==> src/rtl/regbank_alu_sequencer.sv <==
// Register file plus ALU execute engine with a start/busy/done handshake.
// Each accepted op reads two sources, executes, writes back and then streams
// the DATA_W-bit result as OUT_W-bit chunks, low chunk first, on a narrow bus.
// R0 is hardwired to zero; writes to it are dropped.
module regbank_alu_sequencer #(
  parameter int DATA_W = 32,
  parameter int OUT_W  = 16,
  parameter int NREG   = 16
) (
  input  logic                    clk,
  input  logic                    reset,
  input  logic                    start,
  input  logic [3:0]              ALUfunc,
  input  logic [$clog2(NREG)-1:0] source1,
  input  logic [$clog2(NREG)-1:0] source2,
  input  logic [$clog2(NREG)-1:0] destination,
  input  logic [DATA_W-1:0]       imm,
  output logic                    busy,
  output logic                    done,
  output logic [OUT_W-1:0]        out,
  output logic                    out_valid,
  output logic [(((DATA_W/OUT_W) > 1) ? $clog2(DATA_W/OUT_W) : 1)-1:0] chunk_idx,
  output logic                    zero_flag,
  output logic                    carry_flag
);

  localparam int ADDR_W = $clog2(NREG);
  localparam int NCHUNK = DATA_W / OUT_W;
  localparam int CIDX_W = (NCHUNK > 1) ? $clog2(NCHUNK) : 1;
  localparam int SH_W   = $clog2(DATA_W);

  localparam logic [3:0] OP_ADD  = 4'd0;
  localparam logic [3:0] OP_SUB  = 4'd1;
  localparam logic [3:0] OP_AND  = 4'd2;
  localparam logic [3:0] OP_OR   = 4'd3;
  localparam logic [3:0] OP_XOR  = 4'd4;
  localparam logic [3:0] OP_NOT  = 4'd5;
  localparam logic [3:0] OP_SLL  = 4'd6;
  localparam logic [3:0] OP_SRL  = 4'd7;
  localparam logic [3:0] OP_SRA  = 4'd8;
  localparam logic [3:0] OP_MOV  = 4'd9;
  localparam logic [3:0] OP_SLT  = 4'd10;
  localparam logic [3:0] OP_SLTU = 4'd11;
  localparam logic [3:0] OP_LDI  = 4'd12;

  typedef enum logic [2:0] {
    ST_IDLE  = 3'd0,
    ST_READ  = 3'd1,
    ST_EXEC  = 3'd2,
    ST_WRITE = 3'd3,
    ST_SHOW  = 3'd4,
    ST_DONE  = 3'd5
  } state_t;

  state_t state_r;

  // Operands latched at start so the input ports may change during an op.
  logic [3:0]        func_r;
  logic [ADDR_W-1:0] src1_r;
  logic [ADDR_W-1:0] src2_r;
  logic [ADDR_W-1:0] dst_r;
  logic [DATA_W-1:0] imm_r;
  logic [DATA_W-1:0] a_r;
  logic [DATA_W-1:0] b_r;
  logic [DATA_W-1:0] z_r;
  logic [CIDX_W-1:0] cnt_r;

  logic [DATA_W-1:0] regs_r [NREG];

  logic              busy_r;
  logic              done_r;
  logic [OUT_W-1:0]  out_r;
  logic              out_valid_r;
  logic [CIDX_W-1:0] chunk_idx_r;
  logic              zero_flag_r;
  logic              carry_flag_r;

  logic [DATA_W-1:0] alu_z_s;
  logic              alu_c_s;
  logic [DATA_W:0]   add_s;
  logic [SH_W-1:0]   sh_s;
  logic              last_chunk_s;

  // Register read with R0 forced to zero regardless of storage contents.
  function automatic logic [DATA_W-1:0] rd_reg(input logic [ADDR_W-1:0] idx);
    logic [DATA_W-1:0] val;
    if (idx == {ADDR_W{1'b0}}) begin
      val = {DATA_W{1'b0}};
    end else begin
      val = regs_r[idx];
    end
    return val;
  endfunction

  // Extract chunk k of a result word.
  function automatic logic [OUT_W-1:0] chunk_of(input logic [DATA_W-1:0] z, input int k);
    return z[k*OUT_W +: OUT_W];
  endfunction

  assign add_s        = {1'b0, a_r} + {1'b0, b_r};
  assign sh_s         = b_r[SH_W-1:0];
  assign last_chunk_s = (cnt_r == CIDX_W'(NCHUNK - 1));

  // ALU: combinational result and carry/borrow from the latched operands.
  always_comb begin
    alu_z_s = {DATA_W{1'b0}};
    alu_c_s = 1'b0;
    case (func_r)
      OP_ADD: begin
        alu_z_s = add_s[DATA_W-1:0];
        alu_c_s = add_s[DATA_W];
      end
      OP_SUB: begin
        alu_z_s = a_r - b_r;
        alu_c_s = (a_r < b_r);
      end
      OP_AND:  alu_z_s = a_r & b_r;
      OP_OR:   alu_z_s = a_r | b_r;
      OP_XOR:  alu_z_s = a_r ^ b_r;
      OP_NOT:  alu_z_s = ~a_r;
      OP_SLL:  alu_z_s = a_r << sh_s;
      OP_SRL:  alu_z_s = a_r >> sh_s;
      OP_SRA:  alu_z_s = $unsigned($signed(a_r) >>> sh_s);
      OP_MOV:  alu_z_s = a_r;
      OP_SLT:  alu_z_s[0] = ($signed(a_r) < $signed(b_r));
      OP_SLTU: alu_z_s[0] = (a_r < b_r);
      OP_LDI:  alu_z_s = imm_r;
      default: begin
        alu_z_s = {DATA_W{1'b0}};
        alu_c_s = 1'b0;
      end
    endcase
  end

  // Register file: cleared on reset, written once per op in the WRITE state.
  always_ff @(posedge clk or negedge reset) begin
    if (!reset) begin
      for (int i = 0; i < NREG; i++) begin
        regs_r[i] <= {DATA_W{1'b0}};
      end
    end else if ((state_r == ST_WRITE) && (dst_r != {ADDR_W{1'b0}})) begin
      regs_r[dst_r] <= z_r;
    end
  end

  // Sequencer FSM with registered handshake, display and flag outputs.
  always_ff @(posedge clk or negedge reset) begin
    if (!reset) begin
      state_r      <= ST_IDLE;
      func_r       <= 4'd0;
      src1_r       <= {ADDR_W{1'b0}};
      src2_r       <= {ADDR_W{1'b0}};
      dst_r        <= {ADDR_W{1'b0}};
      imm_r        <= {DATA_W{1'b0}};
      a_r          <= {DATA_W{1'b0}};
      b_r          <= {DATA_W{1'b0}};
      z_r          <= {DATA_W{1'b0}};
      cnt_r        <= {CIDX_W{1'b0}};
      busy_r       <= 1'b0;
      done_r       <= 1'b0;
      out_r        <= {OUT_W{1'b0}};
      out_valid_r  <= 1'b0;
      chunk_idx_r  <= {CIDX_W{1'b0}};
      zero_flag_r  <= 1'b0;
      carry_flag_r <= 1'b0;
    end else begin
      case (state_r)
        ST_IDLE: begin
          done_r      <= 1'b0;
          out_r       <= {OUT_W{1'b0}};
          out_valid_r <= 1'b0;
          chunk_idx_r <= {CIDX_W{1'b0}};
          if (start) begin
            func_r  <= ALUfunc;
            src1_r  <= source1;
            src2_r  <= source2;
            dst_r   <= destination;
            imm_r   <= imm;
            busy_r  <= 1'b1;
            state_r <= ST_READ;
          end else begin
            busy_r  <= 1'b0;
            state_r <= ST_IDLE;
          end
        end
        ST_READ: begin
          a_r     <= rd_reg(src1_r);
          b_r     <= rd_reg(src2_r);
          state_r <= ST_EXEC;
        end
        ST_EXEC: begin
          z_r          <= alu_z_s;
          zero_flag_r  <= (alu_z_s == {DATA_W{1'b0}});
          carry_flag_r <= alu_c_s;
          state_r      <= ST_WRITE;
        end
        ST_WRITE: begin
          // Write-back happens in the register file block this same edge;
          // the first chunk is presented from here.
          cnt_r       <= {CIDX_W{1'b0}};
          out_r       <= chunk_of(z_r, 0);
          out_valid_r <= 1'b1;
          chunk_idx_r <= {CIDX_W{1'b0}};
          state_r     <= ST_SHOW;
        end
        ST_SHOW: begin
          if (last_chunk_s) begin
            out_r       <= {OUT_W{1'b0}};
            out_valid_r <= 1'b0;
            chunk_idx_r <= {CIDX_W{1'b0}};
            done_r      <= 1'b1;
            state_r     <= ST_DONE;
          end else begin
            cnt_r       <= cnt_r + CIDX_W'(1);
            out_r       <= chunk_of(z_r, int'(cnt_r) + 1);
            chunk_idx_r <= cnt_r + CIDX_W'(1);
            state_r     <= ST_SHOW;
          end
        end
        ST_DONE: begin
          done_r  <= 1'b0;
          busy_r  <= 1'b0;
          state_r <= ST_IDLE;
        end
        default: begin
          busy_r      <= 1'b0;
          done_r      <= 1'b0;
          out_r       <= {OUT_W{1'b0}};
          out_valid_r <= 1'b0;
          chunk_idx_r <= {CIDX_W{1'b0}};
          state_r     <= ST_IDLE;
        end
      endcase
    end
  end

  assign busy       = busy_r;
  assign done       = done_r;
  assign out        = out_r;
  assign out_valid  = out_valid_r;
  assign chunk_idx  = chunk_idx_r;
  assign zero_flag  = zero_flag_r;
  assign carry_flag = carry_flag_r;

endmodule

==> config.mk <==
export PLATFORM = sky130hd
export DESIGN_NAME = regbank_alu_sequencer
export DESIGN_NICKNAME = d
export VERILOG_FILES = /design/src/rtl/regbank_alu_sequencer.sv
export SDC_FILE = /design/constraint.sdc
export NUM_CORES = 2
export LEC_CHECK = 0
export ABC_CLOCK_PERIOD_IN_PS = 4450
export BUFFER_PORTS_ARGS = -buffer_cell sky130_fd_sc_hd__buf_2
export CELL_PAD_IN_SITES_DETAIL_PLACEMENT = 1
export CELL_PAD_IN_SITES_GLOBAL_PLACEMENT = 2
export CORE_ASPECT_RATIO = 0.6
export CORE_MARGIN = 1
export CORE_UTILIZATION = 42
export CTS_BUF_LIST = sky130_fd_sc_hd__clkbuf_4 sky130_fd_sc_hd__clkbuf_8
export DETAILED_ROUTE_END_ITERATION = 6
export HOLD_SLACK_MARGIN = 0.1
export PLACE_DENSITY_LB_ADDON = 0.1
export SETUP_SLACK_MARGIN = 0.1
export SLEW_MARGIN = 0
export SYNTH_ARGS = -nofsm -noshare
export SYNTH_HDL_FRONTEND = slang
export SYNTH_SLANG_ARGS = --single-unit
export TNS_END_PERCENT = 30
==> constraint.sdc <==
create_clock -name clk -period 4.45 [get_ports clk]
set_input_delay 0.445 -clock clk [delete_from_list [all_inputs] [get_ports clk]]
set_output_delay 0.445 -clock clk [all_outputs]
set_load 0.02 [all_outputs]
==> flow_metrics.tcl <==
set metrics [dict create \
    syn_area_um2 43300 \
    dieHeight_um 251 \
    dr.first_iter.drc_count 4224 \
    power_density_nw_per_um2 906 \
    start_util_pct 42.7 \
    num_rows 90 \
    overflow 0 \
    hold_viol 0 \
    crit_fanout 13 \
    fillers 10400 \
    status "finished, final reports clean" \
    path_cells "buf_12 > nand2b_1 > o21ai_0 > a222oi_1 > o211ai_1 > nor3_1 > nand4b_1 > nor4_2 > buf_4 > and4_4 > a32o_1" \
    async_flop_share_pct 100 \
    ys_types 98 \
    clk_latency_ns 0.82 \
    slowest_delay_ns 0.75 \
    grt_max_degree 114 \
    fmax_mhz 225 \
    gp_congestion 1.04 \
    ys_warn_count 0 \
    coreArea_um2 101000 \
    cp-end-kind "flip-flop" \
    dr.pass1.iters 6 \
    slew_viol_final 0 \
    die_width_um 416 \
    crit_cells 11 \
    wirelength_mm 193 \
    antenna_found_initial 5 \
    yosys.area.top_type "dfrtp_1" \
    min_period_over_period_pct 99.7 \
    clock_skew_ns 0.0302 \
    startpoint_type "flip-flop" \
    yosysMostFrequentCell "dfrtp_1" \
    cp_num_buf_inv 2 \
    grt_usage_pct 36.9 \
    grt_pass1_wl_mm 274 \
    synth_nets 3765 \
    seq_area_frac_synth_pct 39.4 \
    area_growth_pct 14.6 \
    final_layout_size_suffix_gt1_share_pct 40.5 \
    pre_cts_slack_ns -0.183 \
    wl_per_cell_um 37.2 \
    synthCells 3613 \
    io_buffers 72 \
    drv_cap 0 \
    viasPerCell 6.71 \
    synth.cells.most_frequent "682 x dfrtp_1, 545 x mux2_2, 347 x mux4_2, 255 x clkbuf_1, 207 x nand2_1" \
    htree_levels 3 \
    period_needed_ns 4.43 \
    synth_ff_type "dfrtp_1" \
    clkSinkCount 682 \
    min-delay-path-class "in2async" \
    grt_pass1_vias 35800 \
    io_pins 73 \
    avgSynthCellArea_um2 12.0 \
    peakVddDrop_mv 0.649 \
    rr_worst_depth 11 \
    ant_nets 0 \
    cts_buffer_depth 3 \
    netlist.area_leader.share_pct 39.4 \
    setup_viol 0 \
    via_count 34800 \
    ys_ff_latch 682 \
    fin_tns_setup_ns 0 \
    worst_pin_slew_ns 1.39 \
    drc 0 \
    synth_edf_count 0 \
    clk_root_buffer_cell "clkbuf_8" \
    worstSetupPathType "reg2reg" \
    clk_pin_slew_worst_paths_ns 0.06 \
    place_hpwl_mm 139 \
    ys_top_cells_by_area "dfrtp_1 39%, mux4_2 18%, mux2_2 14%, ha_1 2.9%, clkbuf_1 2.2%" \
    cp.required_ns 5.19 \
    worst_slack_ns 0.0153 \
    p_leak_uw 0.0217 \
    cts_tree "done" \
    die_area_um2 104000 \
    slew_headroom_pct 6.40 \
    critical-path-top-delay-family "compound AO/OA/AOI/OAI gates" \
    final_nets 3929 \
    cts_buffers 107 \
    critPathSlowestCell "dfrtp_1" \
    arrival_ns 5.17 \
    rsz0062_at_grt "true" \
    diodes 0 \
]
registers in the layout, indices dropped and copies added, names as in the netlist:
signal	count
carry_flag	1
imm_r	32
func_r	4
busy	1
out	16
zero_flag	1
chunk_idx	1
src1_r	4
z_r	32
dst_r	4
cnt_r	1
out_valid	1
state_r	3
b_r	32
regs_r	512
done	1
a_r	32
src2_r	4
area by class of cell:
class,count,area (um2),area share [%]
sequential,682,17100,34.5
inverter,181,682,1.38
tap,1334,1670,3.37
timing repair buffer,427,3540,7.13
clock inverter,13,140,0.283
multi-input combinational,2378,24300,49.0
clock buffer,174,2140,4.31
report_power, final:
| group | total (uW) | leakage (uW) | internal, uW | switching (uW) |
|---|---|---|---|---|
| clock | 5850 | 0.00119 | 3090 | 2760 |
| combinational | 27700 | 0.0112 | 11400 | 16300 |
| sequential | 11400 | 0.00927 | 8330 | 3040 |
metrics by stage:
stage	utilization [%]	area [um2]	total power, uW	std cells	hold slack [ns]
6_report	49.0	49600	44900	5189	0.233
5_1_grt	49.0	49600	46500	5189	0.256
4_1_cts	48.8	49400	43600	5181	0.163
3_5_place_dp	45.9	46500	37400	4942	0.385
3_3_place_gp	45.9	46500	36700	4942	0.376
2_1_floorplan	-	43300	25500	3613	0.149
worst paths after layout:
kind	from	endpoint	slack, ns
min in group clk	imm[9]	imm_r[9]$_DFFE_PN0P_	0.39
hold / removal	reset	regs_r[41]$_DFFE_PN0P_	0.23
setup / recovery	func_r[1]$_DFFE_PN0P_	zero_flag$_DFFE_PN0P_	0.02
hold reg to reg	regs_r[504]$_DFFE_PN0P_	regs_r[504]$_DFFE_PN0P_	0.40
setup reg to reg	func_r[1]$_DFFE_PN0P_	zero_flag$_DFFE_PN0P_	0.02
max in group asynchronous	reset	src2_r[2]$_DFFE_PN0P_	2.96
layout by cell type (no fill, tap or decap), types with 17 or more instances in the layout:
| cell | netlist | layout |
|---|---|---|
| o211ai_1 | 37 | 37 |
| mux2i_1 | 75 | 75 |
| buf_2 | 39 | 71 |
| a21oi_1 | 118 | 117 |
| a22oi_1 | 24 | 24 |
| clkbuf_4 | 0 | 41 |
| dlygate4sd3_1 | 0 | 50 |
| nor2b_1 | 24 | 24 |
| mux4_2 | 347 | 347 |
| nand3_1 | 33 | 31 |
| nand2_1 | 207 | 201 |
| mux2_2 | 545 | 545 |
| xnor2_1 | 22 | 22 |
| o22ai_1 | 95 | 95 |
| o21ai_0 | 112 | 111 |
| ha_1 | 99 | 98 |
| a211oi_1 | 23 | 21 |
| a31oi_1 | 21 | 19 |
| and3_1 | 18 | 18 |
| nor2_1 | 152 | 146 |
| inv_1 | 180 | 178 |
| a222oi_1 | 26 | 26 |
| dfrtp_1 | 682 | 669 |
| buf_4 | 7 | 276 |
| nand4_1 | 17 | 17 |
| nor3_1 | 23 | 20 |
| o221ai_1 | 21 | 20 |
| buf_12 | 0 | 22 |
| clkbuf_8 | 0 | 133 |
| nand2b_1 | 22 | 22 |
repair_timing:
item	CTS	global route
resized for setup	18	23
cloned	0	3
pin swaps	7	14
hold endpoints to repair	138	0
setup buffers	2	5
hold buffers	50	0
setup endpoints to repair	1	1
logic make-up after synthesis:
| logic type | Yosys count | synth area share (%) |
|---|---|---|
| multiplexers | 978 | 34.4 |
| flip-flops | 682 | 39.4 |
| AO/OA/AOI/OAI | 679 | 10.9 |
| AND/OR/NAND/NOR | 593 | 6.60 |
| buffers and inverters | 553 | 5.15 |
| adder cells (fa/ha/maj) | 101 | 2.96 |
| XOR/XNOR | 27 | 0.547 |
routing by layer:
layer | GRT usage [%] | up-vias | routed length, um
met2 | 48.4 | 1654 | 76200
met3 | 12.3 | 243 | 21200
met4 | 8.29 | 4 | 4200
li1 | - | 14000 | -
met1 | 57.8 | 18900 | 91300
met5 | 0 | - | 20
No activity file was read; power rests on OpenSTA's default activity.
